`config.mk`:
```
export PLATFORM = sky130hd
export DESIGN_NAME = rd_port_arbiter
export DESIGN_NICKNAME = d
export VERILOG_FILES = /design/src/rtl/rd_port_arbiter.sv
export SDC_FILE = /design/constraint.sdc
export NUM_CORES = 1
export LEC_CHECK = 0
export ABC_AREA = 1
export BUFFER_PORTS_ARGS = -buffer_cell sky130_fd_sc_hd__buf_2
export CAP_MARGIN = 20
export CORE_MARGIN = 1.5
export CORE_UTILIZATION = 56
export CTS_CLUSTER_DIAMETER = 150
export CTS_CLUSTER_SIZE = 28
export DETAILED_ROUTE_END_ITERATION = 10
export GPL_TIMING_DRIVEN = 1
export PLACE_DENSITY = 0.87
export SYNTH_ARGS = -nofsm -noshare
export SYNTH_HDL_FRONTEND = slang
export SYNTH_SLANG_ARGS = --single-unit
```
`constraint.sdc`:
```
create_clock -name clk -period 5.3 [get_ports clk]
set_input_delay 0.795 -clock clk [delete_from_list [all_inputs] [get_ports clk]]
set_output_delay 0.795 -clock clk [all_outputs]
set_load 0.1 [all_outputs]
```
`src/rtl/rd_port_arbiter.sv`:
```
// Multi-port read scheduler: grants whole-transfer requests, splits them into bursts for the AXI read master.
// Optional build macro RD_ARB_FIXED_PRIO_EN selects fixed lowest-index priority instead of round-robin.
module rd_port_arbiter #(
  parameter int         NUM_PORTS  = 2,
  parameter int         ADDR_WIDTH = 27,
  parameter int         DATA_WIDTH = 16,
  parameter logic [7:0] MAX_BURST  = 8'd8
) (
  input  logic                            clk,
  input  logic                            rstn,
  input  logic                            init_end,
  input  logic [NUM_PORTS-1:0]            req,
  input  logic [NUM_PORTS*ADDR_WIDTH-1:0] req_addr,
  input  logic [NUM_PORTS*16-1:0]         req_len,
  output logic [NUM_PORTS-1:0]            req_ack,
  output logic [DATA_WIDTH-1:0]           port_data,
  output logic [NUM_PORTS-1:0]            port_data_en,
  output logic [NUM_PORTS-1:0]            port_done,
  output logic                            rd_trig,
  output logic [ADDR_WIDTH-1:0]           rd_addr,
  output logic [7:0]                      rd_len,
  input  logic                            rd_ready,
  input  logic                            rd_done,
  input  logic [DATA_WIDTH-1:0]           rd_data,
  input  logic                            rd_data_en
);

  localparam int IDX_W = (NUM_PORTS > 1) ? $clog2(NUM_PORTS) : 1;

  typedef enum logic [1:0] {IDLE, ISSUE, WAIT, FINISH} state_t;

  state_t                  state_q;
  logic [IDX_W-1:0]        grant_q;
  logic [ADDR_WIDTH-1:0]   cur_addr_q;
  logic [15:0]             remaining_q;
  logic [NUM_PORTS-1:0]    req_ack_q;
  logic [NUM_PORTS-1:0]    port_done_q;
  logic                    rd_trig_q;
  logic [ADDR_WIDTH-1:0]   rd_addr_q;
  logic [7:0]              rd_len_q;
`ifndef RD_ARB_FIXED_PRIO_EN
  logic [IDX_W-1:0]        last_grant_q;
`endif

  logic                    pick_valid;
  logic [IDX_W-1:0]        pick_idx;
  logic [ADDR_WIDTH-1:0]   sel_addr;
  logic [15:0]             sel_len;
  logic [7:0]              chunk_d;
  logic [15:0]             remaining_d;
  logic [ADDR_WIDTH-1:0]   cur_addr_d;
  logic [NUM_PORTS-1:0]    grant_onehot;

  always_comb begin
    pick_valid = 1'b0;
    pick_idx   = '0;
`ifdef RD_ARB_FIXED_PRIO_EN
    for (int i = NUM_PORTS - 1; i >= 0; i--) begin
      if (req[IDX_W'(i)]) begin
        pick_valid = 1'b1;
        pick_idx   = IDX_W'(i);
      end
    end
`else
    // Scan from the farthest offset down so the port nearest after last_grant wins.
    for (int k = NUM_PORTS; k >= 1; k--) begin
      int cand;
      cand = int'(last_grant_q) + k;
      if (cand >= NUM_PORTS) cand = cand - NUM_PORTS;
      if (req[IDX_W'(cand)]) begin
        pick_valid = 1'b1;
        pick_idx   = IDX_W'(cand);
      end
    end
`endif
  end

  assign sel_addr     = req_addr[int'(pick_idx)*ADDR_WIDTH +: ADDR_WIDTH];
  assign sel_len      = req_len[int'(pick_idx)*16 +: 16];
  assign chunk_d      = (remaining_q < 16'(MAX_BURST)) ? remaining_q[7:0] : MAX_BURST;
  assign remaining_d  = remaining_q - 16'(chunk_d);
  assign cur_addr_d   = cur_addr_q + ADDR_WIDTH'(chunk_d);
  assign grant_onehot = NUM_PORTS'(1) << grant_q;

  always_ff @(posedge clk) begin
    if (!rstn) begin
      state_q     <= IDLE;
      grant_q     <= '0;
      cur_addr_q  <= '0;
      remaining_q <= '0;
      req_ack_q   <= '0;
      port_done_q <= '0;
      rd_trig_q   <= 1'b0;
      rd_addr_q   <= '0;
      rd_len_q    <= '0;
`ifndef RD_ARB_FIXED_PRIO_EN
      last_grant_q <= IDX_W'(NUM_PORTS - 1);
`endif
    end else begin
      req_ack_q   <= '0;
      port_done_q <= '0;
      rd_trig_q   <= 1'b0;
      case (state_q)
        IDLE: begin
          if (init_end && pick_valid) begin
            grant_q     <= pick_idx;
            cur_addr_q  <= sel_addr;
            remaining_q <= sel_len;
            req_ack_q   <= NUM_PORTS'(1) << pick_idx;
            state_q     <= (sel_len == 16'd0) ? FINISH : ISSUE;
          end
        end
        ISSUE: begin
          if (rd_ready) begin
            rd_trig_q <= 1'b1;
            rd_addr_q <= cur_addr_q;
            rd_len_q  <= chunk_d;
            state_q   <= WAIT;
          end
        end
        WAIT: begin
          if (rd_done) begin
            remaining_q <= remaining_d;
            cur_addr_q  <= cur_addr_d;
            if (remaining_d == 16'd0) begin
              port_done_q <= grant_onehot;
              state_q     <= FINISH;
            end else begin
              state_q <= ISSUE;
            end
          end
        end
        FINISH: begin
          // Zero-length transfers arrive here without a done pulse; emit it now, one cycle after the ack.
          if (port_done_q == '0) port_done_q <= grant_onehot;
`ifndef RD_ARB_FIXED_PRIO_EN
          last_grant_q <= grant_q;
`endif
          state_q <= IDLE;
        end
        default: state_q <= IDLE;
      endcase
    end
  end

  assign req_ack      = req_ack_q;
  assign port_done    = port_done_q;
  assign rd_trig      = rd_trig_q;
  assign rd_addr      = rd_addr_q;
  assign rd_len       = rd_len_q;
  assign port_data    = rd_data;
  assign port_data_en = (state_q == WAIT && rd_data_en) ? grant_onehot : '0;

endmodule

```
==> results.toml <==
[run_status]
status = "complete, no violations"

[global_routing]
grt_pass1_wl_um = 23900
grt_usage_pct = 29.3
grt_pass1_vias = 5045
antenna_found_initial = 0
grt_max_degree = 74
overflow = 0

[synthesis]
syn_inst = 810
synth-seq-area-share_pct = 32.9
synth_seq_cells = 87
yosysUniqueCellTypes = 48
synth-main-ff-cell = "dfxtp_1"
avgSynthCellArea_um2 = 6.54
syn-cell-area_um2 = 5300
synth_edf_count = 0
ys_async_sr_fraction_pct = 0
ys_warn_count = 0

[clocking]
cts_hold_buf = 0
tritoncts = "built"
cts.path.max_buffers = 2
clkSinkCount = 87
cts_resized = 0
htree_num_levels = 3
root_buffer = "clkbuf_8"
cts_buffers = 9
postCtsSetupBuffers = 0
clk_pin_slew_ns = 0.09
worstSkewPairLatency_ns = 0.37

[critical_path]
critPathSlowestCell = "dfxtp_1"
crit_type = "flip-flop to flip-flop"
cp-end-kind = "flip-flop"
cp.required_ns = 5.60
path_cells = "nor2_4, nand2_1, nor2_2, nand2_4, nor2_1, ha_1, inv_1, fa_1, inv_1, nand3_1, nand2_1, nand2_1, nand2_1, nand2_1, o21ai_2, inv_2, nor2_2, nand2_1, o21ai_0, nand3_1, a21oi_1"
critPathArrivalTime_ns = 3.63
slowest_delay_ns = 0.36
path_common_cell = "nand2_1"
crit_path_start_kind = "flip-flop"
critical_path.max_fanout = 16

[die]
die-area_um2 = 10100
core_um2 = 9200
die_h_um = 100
ioPinCount = 168
rows = 35
start_util_pct = 57.6
fp.dieW_um = 100

[placement]
place.gp.congestion = 0.968
dp_hpwl_um = 9970
io_buffers = 134

[finish]
diodes = 0
nets = 1026
area_growth_pct = 15.0
nFillCells = 857
fin_util_pct = 66.2
drive_above_1_share_pct = 20.7
final_cell_mix = "138 x nand2_1, 134 x buf_2, 119 x o21ai_0, 109 x nor2_1, 87 x dfxtp_1"
layout_commonest_cell = "nand2_1"

[routing]
drc = 0
post_drt_wl_per_cell_um = 14.0
drt_iter0_drc = 320
ant_nets = 0
via_per_inst = 5.55
wl_um = 14300
num_vias = 5676
first_pass_iters = 5

[timing]
hold_viol = 0
finClkSkew_ns = 0.0153
max_slew_margin_pct = 37.0
hold_ws_ns = 0.455
fin_setup_tns_ns = 0
max_clock_freq_ghz = 0.300
maxSlewViolCount = 0
tightest_slew_ns = 0.944
fin_crit_sh_pct = 62.8
setup_violations = 0
rsz0062_at_grt = "no"
period_needed_ns = 3.33

[power_and_ir_drop]
p_leak_nw = 2.91
vdd_ir_drop_max_mv = 0.344
powerDensity_nw_per_um2 = 581

[hold_path]
hold_path_class = "flip-flop to flip-flop"

[job]
cap_violations = 0
==> kinds of logic (layout without fill, tap and decap cells) <==
family / Yosys count / in the layout / share of synthesized area [%]
buffers and inverters: 128 / 226 / 10.5
adders and majority gates: 10 / 10 / 2.50
other: 2 / 5 / 0.142
muxes: 5 / 5 / 0.945
DFF: 87 / 87 / 32.9
xor gates and xnor gates: 11 / 11 / 1.82
AOI/OAI and AO/OA: 224 / 224 / 22.6
and+or+nand+nor: 343 / 343 / 28.5
==> Yosys cell counts (2+ instances only) <==
cell type / count / area, µm²
nand2_1: 138 / 518
o21ai_0: 119 / 596
nor2_1: 110 / 413
dfxtp_1: 87 / 1740
a21oi_1: 69 / 345
inv_1: 63 / 236
nand3_1: 40 / 200
clkbuf_1: 31 / 116
buf_4: 16 / 120
a31oi_1: 14 / 87.6
nor3_1: 13 / 65.1
nand4_1: 12 / 75.1
ha_1: 9 / 113
buf_2: 8 / 40.0
inv_2: 7 / 26.3
xor2_1: 7 / 61.3
mux2i_1: 5 / 50.1
nor2_2: 5 / 31.3
nor4_1: 5 / 31.3
o21bai_1: 5 / 37.5
nand2_2: 4 / 25.0
xnor2_1: 4 / 35.0
nand3_2: 3 / 30.0
nor2_4: 3 / 33.8
o211ai_1: 3 / 22.5
a21oi_2: 2 / 17.5
buf_1: 2 / 7.51
conb_1: 2 / 7.51
nand2_4: 2 / 22.5
o21ai_1: 2 / 10.0
o21ai_2: 2 / 17.5
o22ai_1: 2 / 12.5
==> power breakdown <==
group          leakage, nW  internal [mW]  switching, mW
Sequential           0.714          0.861          0.228
Combinational         2.08          0.542           1.38
Clock                0.107          0.269          0.260
==> cell type report <==
cell class	count	area (µm²)	share of cell area [%]
Tap cell	111	139	2.28
Clock inverter	6	93.8	1.54
Inverter	70	263	4.31
Sequential cell	87	1740	28.6
Timing Repair Buffer	140	716	11.8
Clock buffer	10	128	2.10
Multi-Input combinational cell	598	3010	49.4
==> path summary, 6_finish.rpt <==
kind,start,to,slack (ns),depth (start not counted)
worst max-delay path,remaining_q[4],cur_addr_q[22],1.97,21
worst max register to register,remaining_q[4],cur_addr_q[22],1.97,21
worst min register to register,rd_len[7],rd_len[7],0.45,2
worst min-delay path,rd_len[7],rd_len[7],0.45,2
==> sequential cells by signal (all words and copies together) (netlist names), 2 cells and up <==
name,count
cur_addr_q,27
rd_addr,27
remaining_q,16
rd_len,8
port_done,2
req_ack,2
state_q,2
==> metal layers <==
metal,track usage [%],wire (µm)
met1,39.2,6300
met2,48.8,6630
met5,0,0
met4,8.23,225
met3,5.15,1160
==> per-stage QoR <==
step / instances / instance area, µm² / setup slack [ns] / total power [mW]
final: 1022 / 6090 / 1.97 / 3.54
after global placement: 1006 / 5870 / 2.08 / 2.95
after detailed placement: 1006 / 5870 / 2.04 / 2.98
after CTS: 1022 / 6090 / 2.01 / 3.51
after floorplan: 813 / 5310 / 1.61 / 2.65
after global routing: 1022 / 6090 / 1.53 / 3.81
==> critical path: cells and delay by family (launching register included) <==
kind | cells | cell delay, ns
simple gates | 13 | 1.60
fa+ha+maj | 2 | 0.56
compound gates | 3 | 0.54
flops | 1 | 0.36
buf+inv | 3 | 0.23
Note: power is estimated with default switching activity, not from simulation.
